`src/rtl/dmem_arbiter.sv`:
```
// Single-port data memory arbiter: pipeline MEM stage has default priority, the
// external port gets a starvation-bounded forced grant and optional locked bursts.
//   state | meaning
//   PRI   | pipeline priority; external wins when pipeline idle or starved
//   BURST | external owns memory until lock/req drops or MAX_BURST grants
module dmem_arbiter #(
  parameter int WIDTH        = 32,
  parameter int INDEX        = 5,
  parameter int STARVE_LIMIT = 4,
  parameter int MAX_BURST    = 8
) (
  input  logic             clk_in,
  input  logic             rst_n_in,
  input  logic             p_req_in,
  input  logic             p_we_in,
  input  logic [WIDTH-1:0] p_addr_in,
  input  logic [WIDTH-1:0] p_data_in,
  output logic             p_stall_out,
  output logic [WIDTH-1:0] p_data_out,
  input  logic             x_req_in,
  input  logic             x_we_in,
  input  logic [WIDTH-1:0] x_addr_in,
  input  logic [WIDTH-1:0] x_data_in,
  input  logic             x_lock_in,
  output logic             x_gnt_out,
  output logic             x_rvalid_out,
  output logic [WIDTH-1:0] x_data_out,
  output logic             mem_we_out,
  output logic             mem_re_out,
  output logic [INDEX-1:0] mem_addr_out,
  output logic [WIDTH-1:0] mem_data_out,
  input  logic [WIDTH-1:0] mem_data_in
);

  typedef enum logic {PRI, BURST} state_e;

  localparam int SW = $clog2(STARVE_LIMIT + 1);
  localparam int BW = $clog2(MAX_BURST + 1);
  localparam logic [SW-1:0] STARVE_MAX = SW'(STARVE_LIMIT);
  localparam logic [BW-1:0] BURST_MAX  = BW'(MAX_BURST);

  state_e           state_q, state_d;
  logic [SW-1:0]    starve_q, starve_d;
  logic [BW-1:0]    burst_q, burst_d;
  logic             rvalid_q, rvalid_d;
  logic [WIDTH-1:0] xdata_q, xdata_d;
  logic             x_gnt, p_gnt;

  always_comb begin
    state_d  = state_q;
    starve_d = starve_q;
    burst_d  = burst_q;
    x_gnt    = 1'b0;
    p_gnt    = 1'b0;
    case (state_q)
      PRI: begin
        if (x_req_in && (!p_req_in || starve_q == STARVE_MAX)) begin
          x_gnt = 1'b1;
          // With MAX_BURST of 1 the first grant already exhausts the burst
          if (x_lock_in && MAX_BURST > 1) begin
            state_d = BURST;
            burst_d = BW'(1);
          end
        end else if (p_req_in) begin
          p_gnt = 1'b1;
        end
      end
      BURST: begin
        x_gnt = x_req_in;
        if (x_req_in) burst_d = burst_q + BW'(1);
        if (!x_lock_in || !x_req_in || (burst_q + BW'(1)) == BURST_MAX) begin
          state_d = PRI;
          burst_d = '0;
        end
      end
      default: state_d = PRI;
    endcase

    if (!x_req_in || x_gnt)         starve_d = '0;
    else if (starve_q != STARVE_MAX) starve_d = starve_q + SW'(1);

    if (!rst_n_in) begin
      x_gnt = 1'b0;
      p_gnt = 1'b0;
    end

    rvalid_d = x_gnt && !x_we_in;
    xdata_d  = rvalid_d ? mem_data_in : xdata_q;
  end

  always_ff @(posedge clk_in) begin
    if (!rst_n_in) begin
      state_q  <= PRI;
      starve_q <= '0;
      burst_q  <= '0;
      rvalid_q <= 1'b0;
      xdata_q  <= '0;
    end else begin
      state_q  <= state_d;
      starve_q <= starve_d;
      burst_q  <= burst_d;
      rvalid_q <= rvalid_d;
      xdata_q  <= xdata_d;
    end
  end

  // Ungranted cycles still present the pipeline address so p_data_out tracks it
  assign mem_we_out   = x_gnt ? x_we_in : (p_gnt && p_we_in);
  assign mem_re_out   = x_gnt ? !x_we_in : (p_gnt && !p_we_in);
  assign mem_addr_out = x_gnt ? x_addr_in[INDEX+1:2] : p_addr_in[INDEX+1:2];
  assign mem_data_out = x_gnt ? x_data_in : p_data_in;

  assign p_stall_out  = rst_n_in && p_req_in && !p_gnt;
  assign p_data_out   = mem_data_in;
  assign x_gnt_out    = x_gnt;
  assign x_rvalid_out = rvalid_q;
  assign x_data_out   = xdata_q;

  logic unused_addr_bits;
  assign unused_addr_bits = ^{p_addr_in[WIDTH-1:INDEX+2], p_addr_in[1:0],
                              x_addr_in[WIDTH-1:INDEX+2], x_addr_in[1:0]};

endmodule

```
`config.mk`:
```
export PLATFORM = sky130hd
export DESIGN_NAME = dmem_arbiter
export DESIGN_NICKNAME = d
export VERILOG_FILES = /design/src/rtl/dmem_arbiter.sv
export SDC_FILE = /design/constraint.sdc
export NUM_CORES = 1
export LEC_CHECK = 0
export ABC_AREA = 1
export BUFFER_PORTS_ARGS = -buffer_cell sky130_fd_sc_hd__clkbuf_2
export CORE_AREA = 8 8 99 101
export CTS_CLUSTER_DIAMETER = 40
export DETAILED_ROUTE_END_ITERATION = 12
export DIE_AREA = 0 0 107 109
export PLACE_DENSITY = 0.77
export SLEW_MARGIN = 20
export SYNTH_ARGS = -nofsm -noshare
export SYNTH_HDL_FRONTEND = slang
export SYNTH_SLANG_ARGS = --single-unit
```
`constraint.sdc`:
```
create_clock -name clk_in -period 2.1 [get_ports clk_in]
set_clock_uncertainty 0.05 [all_clocks]
set_input_delay 0.315 -clock clk_in [delete_from_list [all_inputs] [get_ports clk_in]]
set_output_delay 0.315 -clock clk_in [all_outputs]
set_load 0.005 [all_outputs]
```
After elaboration in Yosys (flattened, before gate mapping)
Index checks and enable logic that the tools add are counted.

Register bits after elaboration: 41. Latch bits: 0. Bits in writable memories: 0. ROM bits: 0. Output and inout port bits: 106. Memories kept: 0.

Add/subtract/negate cells: 2. Multipliers: 0. Divide/modulo/power cells: 0. Magnitude comparators: 0. Equality and inequality tests: 6. Shift operators: 0. Mux-type cells: 20. Bitwise operators: 2. Reduce and logical (&&, ||, !) cells: 18.

Operator list (number): 32-bit two-way mux (1); 4-bit two-way mux (4); 1-bit two-way mux (11); 4-bit case mux with 2 select lines (1); 1-bit logical AND (6); 1-bit zero test (6); 5-bit two-way mux (1); 4-bit by 1-bit adder with 4-bit output (second input constant) (1); 4-bit equality test (second input constant) (1); 1-bit logical OR (4); 2-bit inequality test (second input constant) (2); 1-bit case mux with 2 select lines (2); 3-bit by 1-bit adder with 3-bit output (second input constant) (1); 3-bit equality test (second input constant) (1); 3-bit by 2-bit inequality test with 1-bit output (second input constant) (1); 3-bit inequality test (second input constant) (1); 3-bit AND reduction (1); 1-bit NOT (2); 2-bit OR reduction (1).

Depth between registers and ports, before layout
Gate-level depths: netlist of the first run.

Depth in word-level cells: 8. Gate-level depth with buffers: 10. Gate-level depth less buffers: 9.

Worst setup path before layout of the first run
No wires, ideal clock.

Path kind: register to output. From: register starve_q[0]. To: output port mem_addr_out[2]. Data arrival time: 1327 ps. Required time: 1735 ps. Path slack: 408 ps. Cell stages (with the launch flop): 10. Buffers on the path: 2. Cells stage by stage: dfxtp_1 -> inv_1 -> ha_1 -> nand2_4 -> nand3_4 -> nand2_4 -> buf_6 -> buf_2 -> nand2_1 -> nand2_1.

Longest elaborated chain between the ends: 7.

RTL lines: start, declared (line 43) `logic [SW-1:0] starve_q, starve_d;`; start signal, assigned (line 100) `starve_q <= starve_d;`; 3-bit equality test (line 57) `if (x_req_in && (!p_req_in || starve_q == STARVE_MAX)) begin`; 1-bit logical OR (line 57); 1-bit logical AND (line 57); 1-bit two-way mux (line 57); 1-bit case mux with 2 select lines (line 55) `case (state_q)`; 1-bit two-way mux (line 82) `if (!rst_n_in) begin`; 5-bit two-way mux (line 110) `assign mem_addr_out = x_gnt ? x_addr_in[INDEX+1:2] : p_addr_in[INDEX+1:2];`; end, declared (line 30) `output logic [INDEX-1:0] mem_addr_out,`.

No other way between the ends.

Worst setup path in the final report of the first run
From: register starve_q[1]. To: output port mem_we_out.

Longest elaborated chain between the ends: 8. Elaborated cells on any way between the ends: 11.

RTL lines: 3-bit equality test * (line 57); 1-bit logical OR * (line 57); 1-bit logical AND * (line 57); 1-bit two-way mux (line 57); 1-bit two-way mux (line 55); 1-bit two-way mux (line 82); 1-bit logical AND (line 108) `assign mem_we_out = x_gnt ? x_we_in : (p_gnt && p_we_in);`; 1-bit two-way mux * (line 108); end, declared (line 28) `output logic mem_we_out,`.

Mark *: on every way between the ends. The rest lies on a longest branch, timed or not.

==> results of run 1 <==
## routing by layer
layer,track usage (%),routed length (µm),vias to the layer above
met5,0,0,-
met4,3.02,101,0
met3,4.37,743,10
met2,23.8,4840,119
met1,14.3,3540,1358
li1,-,-,1506
## kinds of logic after synthesis
group	count (synthesis)	share of synthesized area, %
AO/OA/AOI/OAI	43	9.01
XOR/XNOR	2	0.725
buffers and inverters	64	18.3
adder cells (fa/ha/maj)	4	2.07
AND/OR/NAND/NOR	209	35.9
flip-flops	41	34.0
## flip-flops by register name, summed over array words and instances, names as in the netlist
signal and flops:
state_q 1, x_rvalid_out 1, burst_q 4, x_data_out 32, starve_q 3
## cells in the mapped netlist
master and n:
buf_4 34, nor2_8 1, inv_4 1, nand3_1 8, dfxtp_1 41, o21ai_0 20
ha_1 4, o21ai_1 16, buf_2 4, nand3_4 1, nor3b_1 1, inv_2 2
nor2_1 66, nor3_1 1, inv_1 11, nand2_1 124, buf_6 9, clkbuf_1 3
nand4_1 2, a211oi_1 1, xnor2_1 1, and3_1 1, xor2_1 1, a21oi_1 6
nand2_4 4
## per-stage QoR
step / worst slack (ns) / util (%) / cells
2_1_floorplan: 0.408 / - / 363
6_report: 0.00479 / 45.0 / 674
5_1_grt: -0.0858 / 45.0 / 674
3_3_place_gp: 0.185 / 39.3 / 642
3_5_place_dp: 0.111 / 39.3 / 642
4_1_cts: 0.0173 / 40.8 / 652
## path summary, 6_finish.rpt
path | startpoint | to | slack [ns] | depth (start not counted)
setup / recovery | starve_q[1] | mem_we_out | 0.005 | 11
hold / removal | mem_data_in[11] | x_data_out[11] | 0.20 | 3
setup reg to reg | starve_q[1] | x_data_out[24] | 0.29 | 10
hold reg to reg | x_data_out[0] | x_data_out[0] | 0.46 | 2
## critical path: cells and delay by family (launching register included)
| kind | cells | cell delay [ns] |
|---|---|---|
| buffers and inverters | 4 | 0.41 |
| and+or+nand+nor | 4 | 0.35 |
| DFF | 1 | 0.35 |
| AOI/OAI and AO/OA | 2 | 0.18 |
| adders and majority gates | 1 | 0.15 |
## area by class of cell
class                   count  area [µm²]  share of cell area (%)
flip-flops and latches     41         823                    21.9
clock buffers               5        68.8                    1.83
multi-input cells         258        1230                    32.6
repair inverters            4        45.0                    1.20
well taps                 108         135                    3.59
repair buffers            241        1370                    36.3
inverters                  14        78.8                    2.09
clock inverters             3        21.3                   0.565
## report_power, final
part / internal, µW / switching (µW) / leakage, µW
combinational: 244 / 236 / 0.00182
sequential: 803 / 14.2 / 0.000334
clock: 236 / 290 / 0.0000445
## repair_timing
item | 4_1_cts | 5_1_grt
endpoints found under the setup margin | 40 | 35
hold buffers | 0 | 0
resized for setup | 6 | 45
gates cloned | 0 | 7
pin swaps | 2 | 14
buffers inserted | 2 | 15
==> results by group, run 1 <==
Final layout
  • Antenna cell count: 0
  • Area Overhead vs Synth: 55.9%
  • Most common cell after layout, fill and taps aside: clkbuf_2
  • Commonest cells after routing, fill and taps aside: clkbuf_2 (204), nand2_1 (109), nor2_1 (66), dfxtp_1 (39), o21ai_0 (20)
  • Layout cells sized above 1: 50.0%
  • Fillers: 864
  • NumNets Final: 736
  • Design Area, Final: 3770 µm²

Drt
  • DRC viols: 0
  • Vias per cell: 4.44
  • Routed WL: 9230 µm
  • Post-route ant nets: 0
  • DRT iter0 DRCs: 222
  • Vias: 2,993
  • Routed WL per cell: 13.7 µm
  • Drt pass-1 iters: 4

Yosys
  • Synth Warn #: 0
  • Post-Syn Instances: 363
  • Largest cells by area after synthesis: dfxtp_1 (34%), nand2_1 (19%), buf_4 (11%), nor2_1 (10%), buf_6 (4.2%)
  • Sequential-to-total area share from yosys stat: 34.0%
  • Share of the synthesized area in the top cell type: 34.0%
  • Mean post-synth cell area: 6.66 µm²
  • Mapped Area: 2420 µm²
  • Number of distinct library cells after synthesis: 25
  • Syn_nets: 534
  • #FFs+latches synth: 41
  • Area leader, netlist: dfxtp_1

Global routing
  • First-pass GRT wire length: 12,700 µm
  • Initial antenna violation count: 0
  • Vias in the first global route: 2,800
  • Largest net degree at the start of global routing: 41
  • Global route overflow: 0
  • GRT Total Usage: 13.0%

Power
  • Overall power: 1820 µW
  • Power Dens Cells: 484 nW/µm²
  • Peak supply drop: 0.000292 V
  • P_leak: 0.00220 µW

Worst setup path
  • CP cell instances: inv_2, ha_4, nand2_4, nand3_4, nand2_8, buf_12, clkinv_16, nand2_8, o21ai_2, a21oi_1, buf_2
  • Crit-path max cell delay: 0.35 ns
  • Startpoint types: flip-flop
  • CP Capture Type: output pin
  • Crit path required time: 1.74 ns
  • Slowest-stage cell, CP: dfxtp_2
  • Crit-path max FO: 5
  • CP Class: reg -> out
  • Cell occurring most often along the worst timing path: nand2_8
  • CP arrival: 1.73 ns

Timing
  • Fin. Hold Viols: 0
  • RSZ-0062 raised after global routing: true
  • Final period utilization: 99.8%
  • Fmax: 477 MHz
  • Tightest Pin Transition: 0.443 ns
  • Fin. max-slew vios: 0
  • Final setup TNS: 0 ns
  • Min cycle time layout: 2.10 ns
  • Slew headroom: 70.4%
  • Setup violations, final: 0
  • Min Hold Slack: 0.204 ns

Placement
  • IO buf count: 218
  • GPL Wtd Cong: 0.809
  • Post-detailed-placement cell area: 3290 µm²
  • Final HPWL DP: 6910 µm

Min path
  • Hold WC Path Type: in -> reg

Floorplan
  • Die area: 11,700 µm²
  • I/O Pins: 273
  • Die height: 109 µm
  • Site Rows: 34
  • Die width: 107 µm
  • CORE AREA: 8380 µm²
  • Initial core utilization: 28.8%

Clocking
  • Num CTS Buffers: 5
  • Clock root buffer: clkbuf_8
  • CTS tree: built
  • Clk pin slew, worst setup/hold paths: 0.09 ns
  • CTS Buffer Depth: 2
  • Clock sink count: 41
  • Worst skew pair latency: 0.29 ns
  • H-tree lvl count: 2

Status
  • Run status: finished, final reports clean

Run
  • Max cap viols: 0
(Power assumes the default switching activity.)
==> inputs of run 2 (changes only) <==
==> constraint.sdc (replaced) <==
create_clock -name clk_in -period 2.1 [get_ports clk_in]
set_clock_uncertainty 0.05 [all_clocks]
set_input_delay 0.42 -clock clk_in [delete_from_list [all_inputs] [get_ports clk_in]]
set_output_delay 0.42 -clock clk_in [all_outputs]
set_load 0.005 [all_outputs]
==> results by group, run 2 (synthesis gave the netlist of run 1 again) <==
Status
  • Run status: finished, final reports clean

Worst setup path
  • CP arrival: 1.59 ns
  • Startpoint types: flip-flop
  • Cell occurring most often along the worst timing path: nand2_4
  • Crit path required time: 1.63 ns
  • Slowest-stage cell, CP: dfxtp_2
  • CP Class: reg -> out
  • CP cell instances: inv_2, ha_4, nand2_4, nand3_4, nand2_8, inv_12, nand2_4, o21ai_1, a21oi_1, clkbuf_2
  • CP Capture Type: output pin
  • Crit-path max FO: 40
  • Crit-path max cell delay: 0.34 ns

Placement
  • GPL Wtd Cong: 0.809
  • IO buf count: 218
  • Final HPWL DP: 6880 µm
  • Dpl cells: 643
  • Dpl ws: 0.119 ns

Clocking
  • Hold_buf cts: 0
  • Worst skew pair latency: 0.29 ns
  • Clk pin slew, worst setup/hold paths: 0.09 ns
  • H-tree lvl count: 2
  • Clock root buffer: clkbuf_8
  • Clock sink count: 41
  • CTS tree: built
  • Num CTS Buffers: 5
  • CTS Buffer Depth: 2

Power
  • Peak supply drop: 0.000281 V
  • P_leak: 0.00209 µW
  • Power Dens Cells: 501 nW/µm²

Floorplan
  • Die height: 109 µm
  • Site Rows: 34
  • Die width: 107 µm
  • Initial core utilization: 28.8%
  • CORE AREA: 8380 µm²
  • I/O Pins: 273
  • Die area: 11,700 µm²

Min path
  • Hold WC Path Type: in -> reg

Timing
  • Fin. max-slew vios: 0
  • Fin. Hold Viols: 0
  • Min cycle time layout: 2.06 ns
  • Final WS setup: 0.0392 ns
  • RSZ-0062 raised after global routing: true
  • Setup violations, final: 0
  • Fmax: 485 MHz
  • Tightest Pin Transition: 0.441 ns
  • Final period utilization: 98.1%
  • Slew headroom: 70.6%
  • Final setup TNS: 0 ns

Global routing
  • First-pass GRT wire length: 12,800 µm
  • Initial antenna violation count: 0
  • Largest net degree at the start of global routing: 41
  • GRT Total Usage: 13.2%
  • Vias in the first global route: 2,844
  • Global route overflow: 0

Final layout
  • Finished Layout Cells: 659
  • Commonest cells after routing, fill and taps aside: clkbuf_2 (213), nand2_1 (111), nor2_1 (66), dfxtp_1 (39), o21ai_0 (19)
  • Most common cell after layout, fill and taps aside: clkbuf_2
  • Antenna cell count: 0
  • Layout cells sized above 1: 48.1%
  • Area Overhead vs Synth: 46.3%
  • Max reg flops: 32
  • NumNets Final: 721

Run
  • Max cap viols: 0

Drt
  • DRC viols: 0
  • Drt pass-1 iters: 4
  • DRT iter0 DRCs: 160
  • Vias: 2,889
  • Routed WL per cell: 13.1 µm
  • Vias per cell: 4.38
  • Routed WL: 8650 µm
  • Post-route ant nets: 0
## run 2: cell types whose count changed in the layout (fill, tap and decap cells not counted), sizes merged
cell,before,now
buf,35,17
clkinv,2,1
clkbuf,211,218
inv,18,15
## run 2: area by class of cell
class / instances / area [µm²]
clock buffer: 5 / 68.8
inverter: 14 / 65.1
sequential: 41 / 823
timing repair buffer: 230 / 1210
multi-input combinational: 258 / 1210
tap: 108 / 135
fill: 862 / 4850
clock inverter: 3 / 21.3
## run 2: through the flow
stage | total power, µW | hold slack, ns | utilization, % | area [µm²]
after floorplan | 1040 | 0.424 | - | 2420
after global placement | 1240 | 0.426 | 39.3 | 3300
after detailed placement | 1250 | 0.440 | 39.3 | 3300
after CTS | 1800 | 0.301 | 41.8 | 3510
after global routing | 1890 | 0.306 | 42.2 | 3530
final | 1770 | 0.316 | 42.2 | 3530
## run 2: timing repair
| item | CTS | global route |
|---|---|---|
| buffers inserted | 6 | 2 |
| gates resized for setup | 12 | 20 |
| endpoints found under the setup margin | 40 | 29 |
| pin swaps | 3 | 2 |
| cloned | 1 | 0 |
## run 2: where the power goes
part	leakage [µW]	total, µW	internal [µW]	switching [µW]
combinational	0.00171	433	216	217
clock	0.0000445	520	236	285
sequential	0.000334	818	803	14.7
total	0.00209	1770	1250	516
## run 2: layer usage
| layer | up-vias | routed length, µm | global-route usage (%) |
|---|---|---|---|
| met1 | 1291 | 3230 | 14.3 |
| met5 | - | 0 | 0 |
| met4 | 0 | 87 | 4.02 |
| met2 | 117 | 4610 | 23.6 |
| met3 | 8 | 731 | 4.85 |
| li1 | 1473 | - | - |
## run 2: final timing paths
path / startpoint / endpoint / slack (ns) / depth (start not counted)
worst min-delay path: mem_data_in[11] / x_data_out[11] / 0.32 / 3
worst min register to register: x_data_out[0] / x_data_out[0] / 0.46 / 2
worst max-delay path: starve_q[0] / mem_we_out / 0.04 / 10
worst max register to register: starve_q[0] / x_data_out[27] / 0.39 / 9
## run 2: worst max-delay path: cells and delay by family (launching register included)
| kind | cells | cell delay (ns) |
|---|---|---|
| AO/OA/AOI/OAI | 2 | 0.17 |
| adder cells (fa/ha/maj) | 1 | 0.16 |
| buffers and inverters | 3 | 0.26 |
| flip-flops | 1 | 0.34 |
| AND/OR/NAND/NOR | 4 | 0.37 |
==> inputs of run 3 (changes only) <==
Settings changed: PLACE_DENSITY 0.77 to unset, PLACE_DENSITY_LB_ADDON set to 0.1, SKIP_CTS_REPAIR_TIMING set to 1.
==> results by group, run 3 (synthesis gave the netlist of run 1 again) <==
Final layout
  • Seq. cell area: 823 µm²
  • Most common cell after layout, fill and taps aside: clkbuf_2
  • NumNets Final: 727
  • Antenna cell count: 0
  • Finished Layout Cells: 665
  • Multi-input gate area: 1200 µm²
  • Fillers: 883
  • Area Overhead vs Synth: 51.5%
  • Max reg flops: 32
  • Design Area, Final: 3660 µm²
  • Layout cells sized above 1: 47.8%
  • Commonest cells after routing, fill and taps aside: clkbuf_2 (200), nand2_1 (117), nor2_1 (66), dfxtp_1 (39), o21ai_0 (19)

Clocking
  • CTS tree: built
  • Clock sink count: 41
  • Clk pin slew, worst setup/hold paths: 0.08 ns
  • H-tree lvl count: 2
  • Num CTS Buffers: 5
  • CTS Buffer Depth: 2
  • Clock root buffer: clkbuf_8
  • Worst skew pair latency: 0.28 ns

Timing
  • Fin. Hold Viols: 0
  • Final period utilization: 98.2%
  • Setup violations, final: 0
  • Min cycle time layout: 2.06 ns
  • Fin. max-slew vios: 0
  • Fmax: 485 MHz
  • Tightest Pin Transition: 0.463 ns
  • Slew headroom: 69.2%
  • RSZ-0062 raised after global routing: true

Worst setup path
  • CP Capture Type: output pin
  • Startpoint types: flip-flop
  • Crit-path max FO: 8
  • CP arrival: 1.59 ns
  • CP Class: reg -> out
  • Crit path required time: 1.63 ns
  • Reg2reg setup slack: 0.21 ns

Floorplan
  • CORE AREA: 8380 µm²
  • Die area: 11,700 µm²
  • I/O Pins: 273
  • Site Rows: 34
  • Initial core utilization: 28.8%
  • Die width: 107 µm
  • Die height: 109 µm

Placement
  • Dpl cells: 645
  • Final HPWL DP: 7080 µm
  • Post-detailed-placement cell area: 3300 µm²
  • IO buf count: 218
  • GPL Wtd Cong: 0.774

Run
  • Max cap viols: 0

Global routing
  • Initial antenna violation count: 0
  • GRT Total Usage: 13.4%
  • First-pass GRT wire length: 12,900 µm
  • Largest net degree at the start of global routing: 36
  • Vias in the first global route: 2,636
  • Global route overflow: 0

Drt
  • Drt pass-1 iters: 4
  • Routed WL per cell: 13.4 µm
  • Routed WL: 8940 µm
  • M1 WL: 3650 µm
  • Vias: 2,874
  • Metal2 WL: 4450 µm
  • DRT iter0 DRCs: 130
  • Post-route ant nets: 0
  • DRC viols: 0
  • Met3 WL: 747 µm
  • Top layer in use: met4
  • Vias per cell: 4.32

Power
  • Peak supply drop: 0.000251 V
  • P_leak: 0.00215 µW
  • Power Dens Cells: 504 nW/µm²

Min path
  • Hold WC Path Type: in -> reg

Status
  • Run status: finished, final reports clean
run 3: power by group:
part / switching, µW / internal [µW] / total (µW)
sequential: 13.3 / 803 / 817
clock: 271 / 304 / 574
combinational: 223 / 231 / 454
run 3: worst paths after layout:
check	start	cells past startpoint	endpoint
worst max-delay path	starve_q[0]	10	mem_data_out[29]
worst min-delay path	mem_data_in[4]	3	x_data_out[4]
worst max register to register	starve_q[0]	10	x_data_out[12]
worst min register to register	x_data_out[11]	2	x_data_out[11]
run 3: per-layer routing:
metal	vias up	track usage (%)
li1	1488	-
met1	1269	16.5
met2	106	22.0
met3	11	4.67
met4	0	3.32
met5	-	0
run 3: through the flow:
step	setup TNS [ns]	utilization (%)	total power (µW)	worst slack, ns	hold slack (ns)
finish	0	43.7	1850	0.0381	0.317
global route	-1.50	43.7	1960	-0.0578	0.311
CTS	-6.90	40.6	1840	-0.227	0.307
detailed placement	0	39.4	1250	0.0895	0.437
global placement	0	39.4	1250	0.114	0.426
floorplan	0	-	1040	0.303	0.424
run 3: layout make-up:
class	count	share of cell area, %
clock buffer	7	2.63
timing repair buffer	234	35.6
sequential	41	22.5
clock inverter	1	0.239
timing repair inverter	2	0.547
tap	108	3.69
multi-input combinational	258	32.9
inverter	14	1.88
run 3: critical path: stages (launching register included):
cell     delay [ns]
dfxtp_2        0.34
inv_2          0.05
ha_4           0.16
nand2_4        0.07
nand3_4        0.09
nand2_8        0.17
inv_16         0.06
buf_8          0.13
nand2_1        0.05
nand2_1        0.05
buf_2          0.13
